--- config.mk ---
export PLATFORM = sky130hd
export DESIGN_NAME = linebuffer_span_writer_flat
export DESIGN_NICKNAME = d
export VERILOG_FILES = /design/src/rtl/linebuffer_span_writer_if.sv /design/src/rtl/linebuffer_span_writer.sv /design/src/flat_wrapper.sv
export SDC_FILE = /design/constraint.sdc
export NUM_CORES = 1
export LEC_CHECK = 0
export ABC_AREA = 1
export BUFFER_PORTS_ARGS = -buffer_cell sky130_fd_sc_hd__buf_2
export CORE_ASPECT_RATIO = 1.75
export CORE_MARGIN = 2
export CORE_UTILIZATION = 62
export CTS_BUF_LIST = sky130_fd_sc_hd__clkbuf_8
export DETAILED_ROUTE_END_ITERATION = 12
export GPL_ROUTABILITY_DRIVEN = 0
export GPL_TIMING_DRIVEN = 0
export PLACE_DENSITY = 0.85
export SLEW_MARGIN = 20
export SYNTH_ARGS = -nofsm -noshare
export SYNTH_HDL_FRONTEND = slang
export SYNTH_SLANG_ARGS = --single-unit
--- constraint.sdc ---
create_clock -name clk_draw -period 8.2 [get_ports clk_draw]
set_input_delay 1.64 -clock clk_draw [delete_from_list [all_inputs] [get_ports clk_draw]]
set_output_delay 1.64 -clock clk_draw [all_outputs]
set_load 0.01 [all_outputs]
--- src/rtl/linebuffer_span_writer_if.sv ---
// linebuffer_span_writer_if
//   Bundles the command side (span/clear requests, status) and the linebuffer
//   write port of the span writer into one interface.
//
//   Command / status group:
//     bank          buffer half for the next accepted span or clear
//     clear_req     single-cycle request to fill the selected half
//     clear_colour  background colour, sampled with clear_req
//     cmd_valid     span command valid
//     cmd_ready     writer can accept a span command
//     cmd_x         span start x
//     cmd_len       span length in pixels (0 is legal)
//     cmd_colour    span colour
//     busy          writer is clearing or drawing a span
//     done          one-cycle pulse when a span or clear completes
//   Linebuffer write port group:
//     addr_draw     write address {bank, x}
//     we_draw       write enable
//     colour_draw   write data
//
//   master : command source, sees the write port as inputs
//   slave  : the span writer itself
interface linebuffer_span_writer_if;
  logic        bank;
  logic        clear_req;
  logic [7:0]  clear_colour;
  logic        cmd_valid;
  logic        cmd_ready;
  logic [9:0]  cmd_x;
  logic [9:0]  cmd_len;
  logic [7:0]  cmd_colour;
  logic        busy;
  logic        done;
  logic [10:0] addr_draw;
  logic        we_draw;
  logic [7:0]  colour_draw;

  modport master (
    output bank, clear_req, clear_colour,
    output cmd_valid, cmd_x, cmd_len, cmd_colour,
    input  cmd_ready, busy, done,
    input  addr_draw, we_draw, colour_draw
  );

  modport slave (
    input  bank, clear_req, clear_colour,
    input  cmd_valid, cmd_x, cmd_len, cmd_colour,
    output cmd_ready, busy, done,
    output addr_draw, we_draw, colour_draw
  );
endinterface

--- src/rtl/linebuffer_span_writer.sv ---
// linebuffer_span_writer
//   Draw-side producer for the 2048x8 pixel linebuffer. Accepts horizontal
//   span commands and line-clear requests and emits one pixel write per
//   clk_draw cycle into the half selected by addr_draw[10].
//
//   Ports:
//     clk_draw    draw clock, rising edge
//     rst_draw_n  synchronous active-low reset
//     lb          linebuffer_span_writer_if.slave (commands, status, write port)
//
//   Parameters:
//     LINE_WIDTH   visible pixels per line (1..1024); x >= LINE_WIDTH is clipped
//     TRANSPARENT  span colour treated as transparent
//     TRANSP_EN    1 = transparent span pixels are not written
//
//   state  | meaning
//   -------+-----------------------------------------------------------
//   IDLE   | waiting; cmd_ready high unless a clear is being requested
//   CLEAR  | writing clear_colour to x = 0..LINE_WIDTH-1 of the half
//   SPAN   | writing the clipped span, one pixel per cycle
module linebuffer_span_writer #(
  parameter int         LINE_WIDTH  = 640,
  parameter logic [7:0] TRANSPARENT = 8'h00,
  parameter bit         TRANSP_EN   = 1'b1
) (
  input  logic                   clk_draw,
  input  logic                   rst_draw_n,
  linebuffer_span_writer_if.slave lb
);

  typedef enum logic [1:0] {
    ST_IDLE  = 2'd0,
    ST_CLEAR = 2'd1,
    ST_SPAN  = 2'd2
  } state_t;

  localparam logic [10:0] LW = 11'(LINE_WIDTH);

  state_t      state_q, state_d;
  // Pixels still to write after the one currently presented; 0 = last pixel.
  logic [10:0] cnt_q, cnt_d;
  logic [10:0] addr_q, addr_d;
  logic        we_q, we_d;
  logic [7:0]  colour_q, colour_d;
  logic        busy_q, busy_d;
  logic        done_q, done_d;
  // Write enable applied to every pixel of the running operation; cleared
  // for transparent spans so addresses still step with no writes.
  logic        wen_q, wen_d;

  logic [10:0] x_ext;
  logic [10:0] len_ext;
  logic [10:0] avail;
  logic [10:0] span_n;
  logic        span_transp;
  logic        accept_span;

  // Clipped span length, computed in 11 bits so x + n never exceeds
  // LINE_WIDTH and the address can never wrap into the other half.
  always_comb begin
    x_ext       = {1'b0, lb.cmd_x};
    len_ext     = {1'b0, lb.cmd_len};
    avail       = (x_ext < LW) ? (LW - x_ext) : 11'd0;
    span_n      = (len_ext < avail) ? len_ext : avail;
    span_transp = TRANSP_EN && (lb.cmd_colour == TRANSPARENT);
  end

  // Ready has to drop in the same cycle a clear is requested so that a
  // simultaneous command is left pending instead of being handshaken away.
  assign lb.cmd_ready = (state_q == ST_IDLE) && !lb.clear_req && rst_draw_n;
  assign accept_span  = lb.cmd_valid && lb.cmd_ready;

  always_comb begin
    state_d  = state_q;
    cnt_d    = cnt_q;
    addr_d   = addr_q;
    we_d     = 1'b0;
    colour_d = colour_q;
    busy_d   = busy_q;
    done_d   = 1'b0;
    wen_d    = wen_q;

    case (state_q)
      ST_IDLE: begin
        busy_d = 1'b0;
        if (lb.clear_req) begin
          state_d  = ST_CLEAR;
          cnt_d    = LW - 11'd1;
          addr_d   = {lb.bank, 10'd0};
          colour_d = lb.clear_colour;
          wen_d    = 1'b1;
          we_d     = 1'b1;
          busy_d   = 1'b1;
        end else if (accept_span) begin
          if (span_n == 11'd0) begin
            // Fully clipped or zero-length: complete on the next cycle.
            done_d = 1'b1;
          end else begin
            state_d  = ST_SPAN;
            cnt_d    = span_n - 11'd1;
            addr_d   = {lb.bank, lb.cmd_x};
            colour_d = lb.cmd_colour;
            wen_d    = !span_transp;
            we_d     = !span_transp;
            busy_d   = 1'b1;
          end
        end
      end

      ST_CLEAR, ST_SPAN: begin
        if (cnt_q == 11'd0) begin
          state_d = ST_IDLE;
          busy_d  = 1'b0;
          done_d  = 1'b1;
        end else begin
          cnt_d  = cnt_q - 11'd1;
          addr_d = {addr_q[10], addr_q[9:0] + 10'd1};
          we_d   = wen_q;
        end
      end

      default: begin
        state_d = ST_IDLE;
        busy_d  = 1'b0;
      end
    endcase
  end

  always_ff @(posedge clk_draw) begin
    if (!rst_draw_n) begin
      state_q  <= ST_IDLE;
      cnt_q    <= 11'd0;
      addr_q   <= 11'd0;
      we_q     <= 1'b0;
      colour_q <= 8'd0;
      busy_q   <= 1'b0;
      done_q   <= 1'b0;
      wen_q    <= 1'b0;
    end else begin
      state_q  <= state_d;
      cnt_q    <= cnt_d;
      addr_q   <= addr_d;
      we_q     <= we_d;
      colour_q <= colour_d;
      busy_q   <= busy_d;
      done_q   <= done_d;
      wen_q    <= wen_d;
    end
  end

  assign lb.addr_draw   = addr_q;
  assign lb.we_draw     = we_q;
  assign lb.colour_draw = colour_q;
  assign lb.busy        = busy_q;
  assign lb.done        = done_q;

endmodule

--- src/flat_wrapper.sv ---
// flat-port wrapper written by rule: the top's interface ports become plain ports
module linebuffer_span_writer_flat 
#(
  parameter int         LINE_WIDTH  = 640,
  parameter logic [7:0] TRANSPARENT = 8'h00,
  parameter bit         TRANSP_EN   = 1'b1
)
  (clk_draw, rst_draw_n, lb_bank, lb_clear_req, lb_clear_colour, lb_cmd_valid, lb_cmd_x, lb_cmd_len, lb_cmd_colour, lb_cmd_ready, lb_busy, lb_done, lb_addr_draw, lb_we_draw, lb_colour_draw);
  linebuffer_span_writer_if lb_i ();
  input  logic clk_draw;
  input  logic rst_draw_n;
  input wire logic [$bits(lb_i.bank)-1:0] lb_bank;
  input wire logic [$bits(lb_i.clear_req)-1:0] lb_clear_req;
  input wire logic [$bits(lb_i.clear_colour)-1:0] lb_clear_colour;
  input wire logic [$bits(lb_i.cmd_valid)-1:0] lb_cmd_valid;
  input wire logic [$bits(lb_i.cmd_x)-1:0] lb_cmd_x;
  input wire logic [$bits(lb_i.cmd_len)-1:0] lb_cmd_len;
  input wire logic [$bits(lb_i.cmd_colour)-1:0] lb_cmd_colour;
  output wire logic [$bits(lb_i.cmd_ready)-1:0] lb_cmd_ready;
  output wire logic [$bits(lb_i.busy)-1:0] lb_busy;
  output wire logic [$bits(lb_i.done)-1:0] lb_done;
  output wire logic [$bits(lb_i.addr_draw)-1:0] lb_addr_draw;
  output wire logic [$bits(lb_i.we_draw)-1:0] lb_we_draw;
  output wire logic [$bits(lb_i.colour_draw)-1:0] lb_colour_draw;
  assign lb_i.bank = lb_bank;
  assign lb_i.clear_req = lb_clear_req;
  assign lb_i.clear_colour = lb_clear_colour;
  assign lb_i.cmd_valid = lb_cmd_valid;
  assign lb_i.cmd_x = lb_cmd_x;
  assign lb_i.cmd_len = lb_cmd_len;
  assign lb_i.cmd_colour = lb_cmd_colour;
  assign lb_cmd_ready = lb_i.cmd_ready;
  assign lb_busy = lb_i.busy;
  assign lb_done = lb_i.done;
  assign lb_addr_draw = lb_i.addr_draw;
  assign lb_we_draw = lb_i.we_draw;
  assign lb_colour_draw = lb_i.colour_draw;
  linebuffer_span_writer #(.LINE_WIDTH(LINE_WIDTH), .TRANSPARENT(TRANSPARENT), .TRANSP_EN(TRANSP_EN)) u_core (.clk_draw(clk_draw), .rst_draw_n(rst_draw_n), .lb(lb_i));
endmodule
# Yosys cells after proc, flatten, opt, wreduce, memory -nomap -nowiden
# Cells that the tools add are included.
# op_classes
order_cmp	2
eq_ne	7
mux	38
n_reduce_logical	16
addsub	4
bitwise	1
# op_table
op	n
11-bit 2-to-1 mux	9
11-bit case mux with 2 select lines	2
8-bit 2-to-1 mux	3
11-bit zero test	2
11-bit by 1-bit subtractor with 11-bit output (second input constant)	2
1-bit 2-to-1 mux	15
10-bit by 11-bit < comparator with 1-bit output	1
10-bit by 10-bit subtractor with 11-bit output (first input constant)	1
10-bit by 1-bit adder with 10-bit output (second input constant)	1
10-bit < comparator (second input constant)	1
10-bit 2-to-1 mux	1
8-bit zero test	1
2-bit 2-to-1 mux	4
4-bit AND reduction	2
1-bit case mux with 2 select lines	3
3-bit AND reduction	2
2-bit != test (second input constant)	2
2-bit case mux with 2 select lines	1
2-bit nonzero test	2
1-bit logical AND	3
3-bit by 2-bit != test with 1-bit output (second input constant)	1
3-bit != test (second input constant)	1
2-bit by 1-bit equality test with 1-bit output (second input constant)	1
2-bit equality test (second input constant)	1
other kinds (5)	6
# word_totals
inputBits	41
ff_bits	36
elab_cells	77

# Longest topological paths before layout
# depth
depth_word	9
ltp_mapped	27

# Worst setup path before layout
# OpenSTA, ideal clock, no wires.
# synth_path
kind	input to register
startpoint	in lb_cmd_x[0]
endpoint	reg u_core.cnt_q[10]
required_time_ps	8127
slack_ps	3717
t_arrival_ps	4410
path_stages	23
cell_sequence	inv_2 > ha_1 > nand2_1 > nor2_2 > nor2_1 > xor2_1 > nor2_1 > inv_1 > ha_1 > a21o_1 > a21oi_1 > o21ai_0 > o21ai_1 > buf_4 > nand3_1 > nand2_2 > ha_1 > nand2_1 > nor2_1 > nand2_1 > o21ai_0 > nand3_1 > a21oi_1
# synth_via
elab_chain_len	9
# synth_rtl
item	line_no	rtl
start, declared	flat_wrapper.sv:16	input wire logic [$bits(lb_i.cmd_x)-1:0] lb_cmd_x;
10-bit by 10-bit subtractor with 11-bit output or 10-bit < comparator (tied branches)	linebuffer_span_writer.sv:63	avail = (x_ext < LW) ? (LW - x_ext) : 11'd0;
11-bit 2-to-1 mux (*)	linebuffer_span_writer.sv:63	
10-bit by 11-bit < comparator with 1-bit output	linebuffer_span_writer.sv:64	span_n = (len_ext < avail) ? len_ext : avail;
11-bit 2-to-1 mux (*)	linebuffer_span_writer.sv:64	
11-bit by 1-bit subtractor with 11-bit output	linebuffer_span_writer.sv:100	cnt_d = span_n - 11'd1;
11-bit 2-to-1 mux	linebuffer_span_writer.sv:95	if (span_n == 11'd0) begin
11-bit 2-to-1 mux	linebuffer_span_writer.sv:94	end else if (accept_span) begin
11-bit 2-to-1 mux	linebuffer_span_writer.sv:86	if (lb.clear_req) begin
11-bit case mux with 2 select lines	linebuffer_span_writer.sv:83	case (state_q)
end signal, assigned	linebuffer_span_writer.sv:141	cnt_q <= cnt_d;
end, declared	linebuffer_span_writer.sv:41	logic [10:0] cnt_q, cnt_d;
# Every way passes the cells marked *; elsewhere a longest branch is shown, timed or not. The select of a mux whose other input is x is not followed.
# A chain may end at the register's enable or synchronous reset.

# Final worst setup path
# layout_path
startpoint	in lb_cmd_x[0]
endpoint	reg u_core.cnt_q[6]
# The elaborated chain is that of the path after synthesis.

==> out/metrics.yaml <==
status: "complete, no violations"
synth_fa_ha_area_share_pct: 6.137
ys_seq_elements: 36
cpMostUsedCell: "nand2_1"
path_class: "input port to register"
core_region_area_um2: 4707
clkTransAtPathRegs_ps: 70
antenna_found_initial: 0
peakVddDrop_v: 0.0002389
synth_edf_count: 0
critPathTopFamily: "simple AND/OR/NAND/NOR gates"
drtPass1Iterations: 4
synthTopCellsByCount: "nand2_1 (115), nor2_1 (75), inv_1 (57)"
cts_root_buf: "clkbuf_8"
max_stage_delay_ps: 280
synth_top_cell_by_area: "dfxtp_1"
first_iter_violations: 141
hp-class: "register to register"
ios: 64
synthTopCellsByArea: "dfxtp_1 (24%), nand2_1 (14%), nor2_1 (9.2%)"
portBuffers: 62
hold_buffers: 0
grt_pass1_wl_um: 14050
synth_top_family_by_area: "simple AND/OR/NAND/NOR gates"
post_cts_buffers: 0
numCtsBuffers: 5
synth_top_area_share_pct: 23.57
cts_buffer_depth: 2
dpl.cell_count: 611
netlist_area_um2: 3058
finClkSkew_ps: 8.527
powerDensity_nw_per_um2: 287.4
p_leak_uw: 0.001812
drive_gt1_share_pct: 19.43
clkSinkCount: 36
max_slew.worst_pin.slew_ps: 593.7
synthFlopType: "dfxtp_1"
rsz0062_at_grt: "no"
crit_slowest_cell: "nor2_1"
die_x_um: 57.09
start_kind: "input port"
critPathBufInv: 4
wl_per_cell_um: 13.28
gr-total-overflow: 0
fmax_mhz: 201.8
ys_seq_area_share_pct: 23.57
cts_max_level: 2
synthSimpleGateAreaFrac_pct: 42.68
dieHeight_um: 96.91
syn_nets: 553
initial_core_util_pct: 64.97
syn-instance-count: 497
grt_pass1_vias: 3324
cap_violations: 0
dpl.hpwl_um: 6576
fin_tns_setup_ps: 0
cp.required_ps: 8390
cts_tree: "built"
period_minus_slack_ps: 4956
grt_start_max_net_pins: 11
synth_xor_xnor_area_share_pct: 2.864
synthMostInstantiatedCell: "nand2_1"
end_kind: "register"
hold_viol: 0
avgSynthCellArea_um2: 6.153
synth_compound_area_share_pct: 13.67
finalMaxSlewViolations: 0
wirelength_um: 8205
diodes: 0
vias_per_cell: 5.351
drc: 0
crit_fanout: 10
cp.arrival_ps: 5140
syn_to_final_growth_pct: 15.43
num_vias: 3307
clk_latency_ps: 290
setup_viol: 0
ys_warn_count: 0
rows: 33
period_share_pct: 60.44
fin_cells: 618
async_reset_ff_share_pct: 0
yosysUniqueCellTypes: 38
slew_headroom_pct: 60.28
die_area_um2: 5532
fin_nets: 622
ctsResizeCount: 0
antenna_left: 0
synth_mux_area_share_pct: 0.3273
grt_usage_pct: 31.16
-- per-stage QoR --
step                total power, µW  instance area (µm²)  hold slack (ps)  setup WS, ps  util (%)
floorplan                     716.7                 3058            440.8          3717         -
global placement              858.3                 3433            451.1          3075     72.94
detailed placement            872.1                 3433            456.4          2975     72.94
CTS                            1012                 3530            476.7          3264     74.99
global route                   1106                 3530            501.0          2847     74.99
finish                         1014                 3530            474.8          3244     74.99
-- where the power goes --
| part | total (µW) | switching (µW) | internal, µW |
|---|---|---|---|
| clock | 137 | 62.4 | 74.8 |
| combinational | 586 | 365 | 221 |
| sequential | 292 | 53.6 | 238 |
-- area by class of cell --
class / instances / area [µm²]
Multi-Input combinational cell: 383 / 2008
Timing Repair Buffer: 62 / 310.3
Clock buffer: 7 / 96.34
Tap cell: 52 / 65.06
Sequential cell: 36 / 720.7
Fill cell: 447 / 1177
Buffer: 15 / 92.59
Inverter: 63 / 236.5
-- routing by layer --
metal / GRT usage, % / vias to the layer above / part of all wire (%) / wire, µm
met2: 61.63 / 92 / 56 / 4622
met4: 12.52 / 0 / 2.3 / 187
met5: 0 / - / 0 / 0
li1: - / 1734 / - / -
met3: 3.075 / 15 / 3.7 / 301
met1: 31.19 / 1466 / 38 / 3095
-- kinds of logic after synthesis --
| family | Yosys count |
|---|---|
| and+or+nand+nor | 282 |
| adders and majority gates | 15 |
| DFF | 36 |
| xor gates and xnor gates | 10 |
| buffers and inverters | 78 |
| AOI/OAI and AO/OA | 75 |
| muxes | 1 |
-- sequential cells by signal, indices dropped and copies added (netlist names) --
signal and count:
u_core.cnt_q 11, u_core.lb.addr_draw 11, u_core.lb.busy 1, u_core.lb.colour_draw 8, u_core.lb.done 1, u_core.lb.we_draw 1
u_core.state_q 2, u_core.wen_q 1
-- cells in the final DEF (no fill, tap or decap), types with 3 or more instances in the layout --
cell type	count
a21oi_1	35
a22oi_1	6
buf_2	63
clkbuf_1	10
clkbuf_8	7
dfxtp_1	36
ha_1	15
inv_1	57
inv_2	4
nand2_1	115
nand2_2	17
nand3_1	38
nand3b_1	10
nand4_1	4
nor2_1	75
nor2_2	3
nor2_4	5
nor3_1	7
o21ai_0	24
o22ai_1	4
xor2_1	8
-- tightest hold or removal path, delay by kind of cell (launching register included) --
kind | cells | cell delay [ps]
flip-flops | 1 | 310
AND/OR/NAND/NOR | 1 | 60
AO/OA/AOI/OAI | 1 | 60
-- worst paths after layout --
kind                                       from                      to  slack [ps]  cells after the start
worst max-delay path                lb_cmd_x[0]         u_core.cnt_q[6]        3240                     27
worst min-delay path               u_core.wen_q            u_core.wen_q         470                      2
worst max register to register  u_core.cnt_q[0]  u_core.lb.addr_draw[5]        5680                     14
worst min register to register     u_core.wen_q            u_core.wen_q         470                      2
Power figures use the tool's default switching activity.
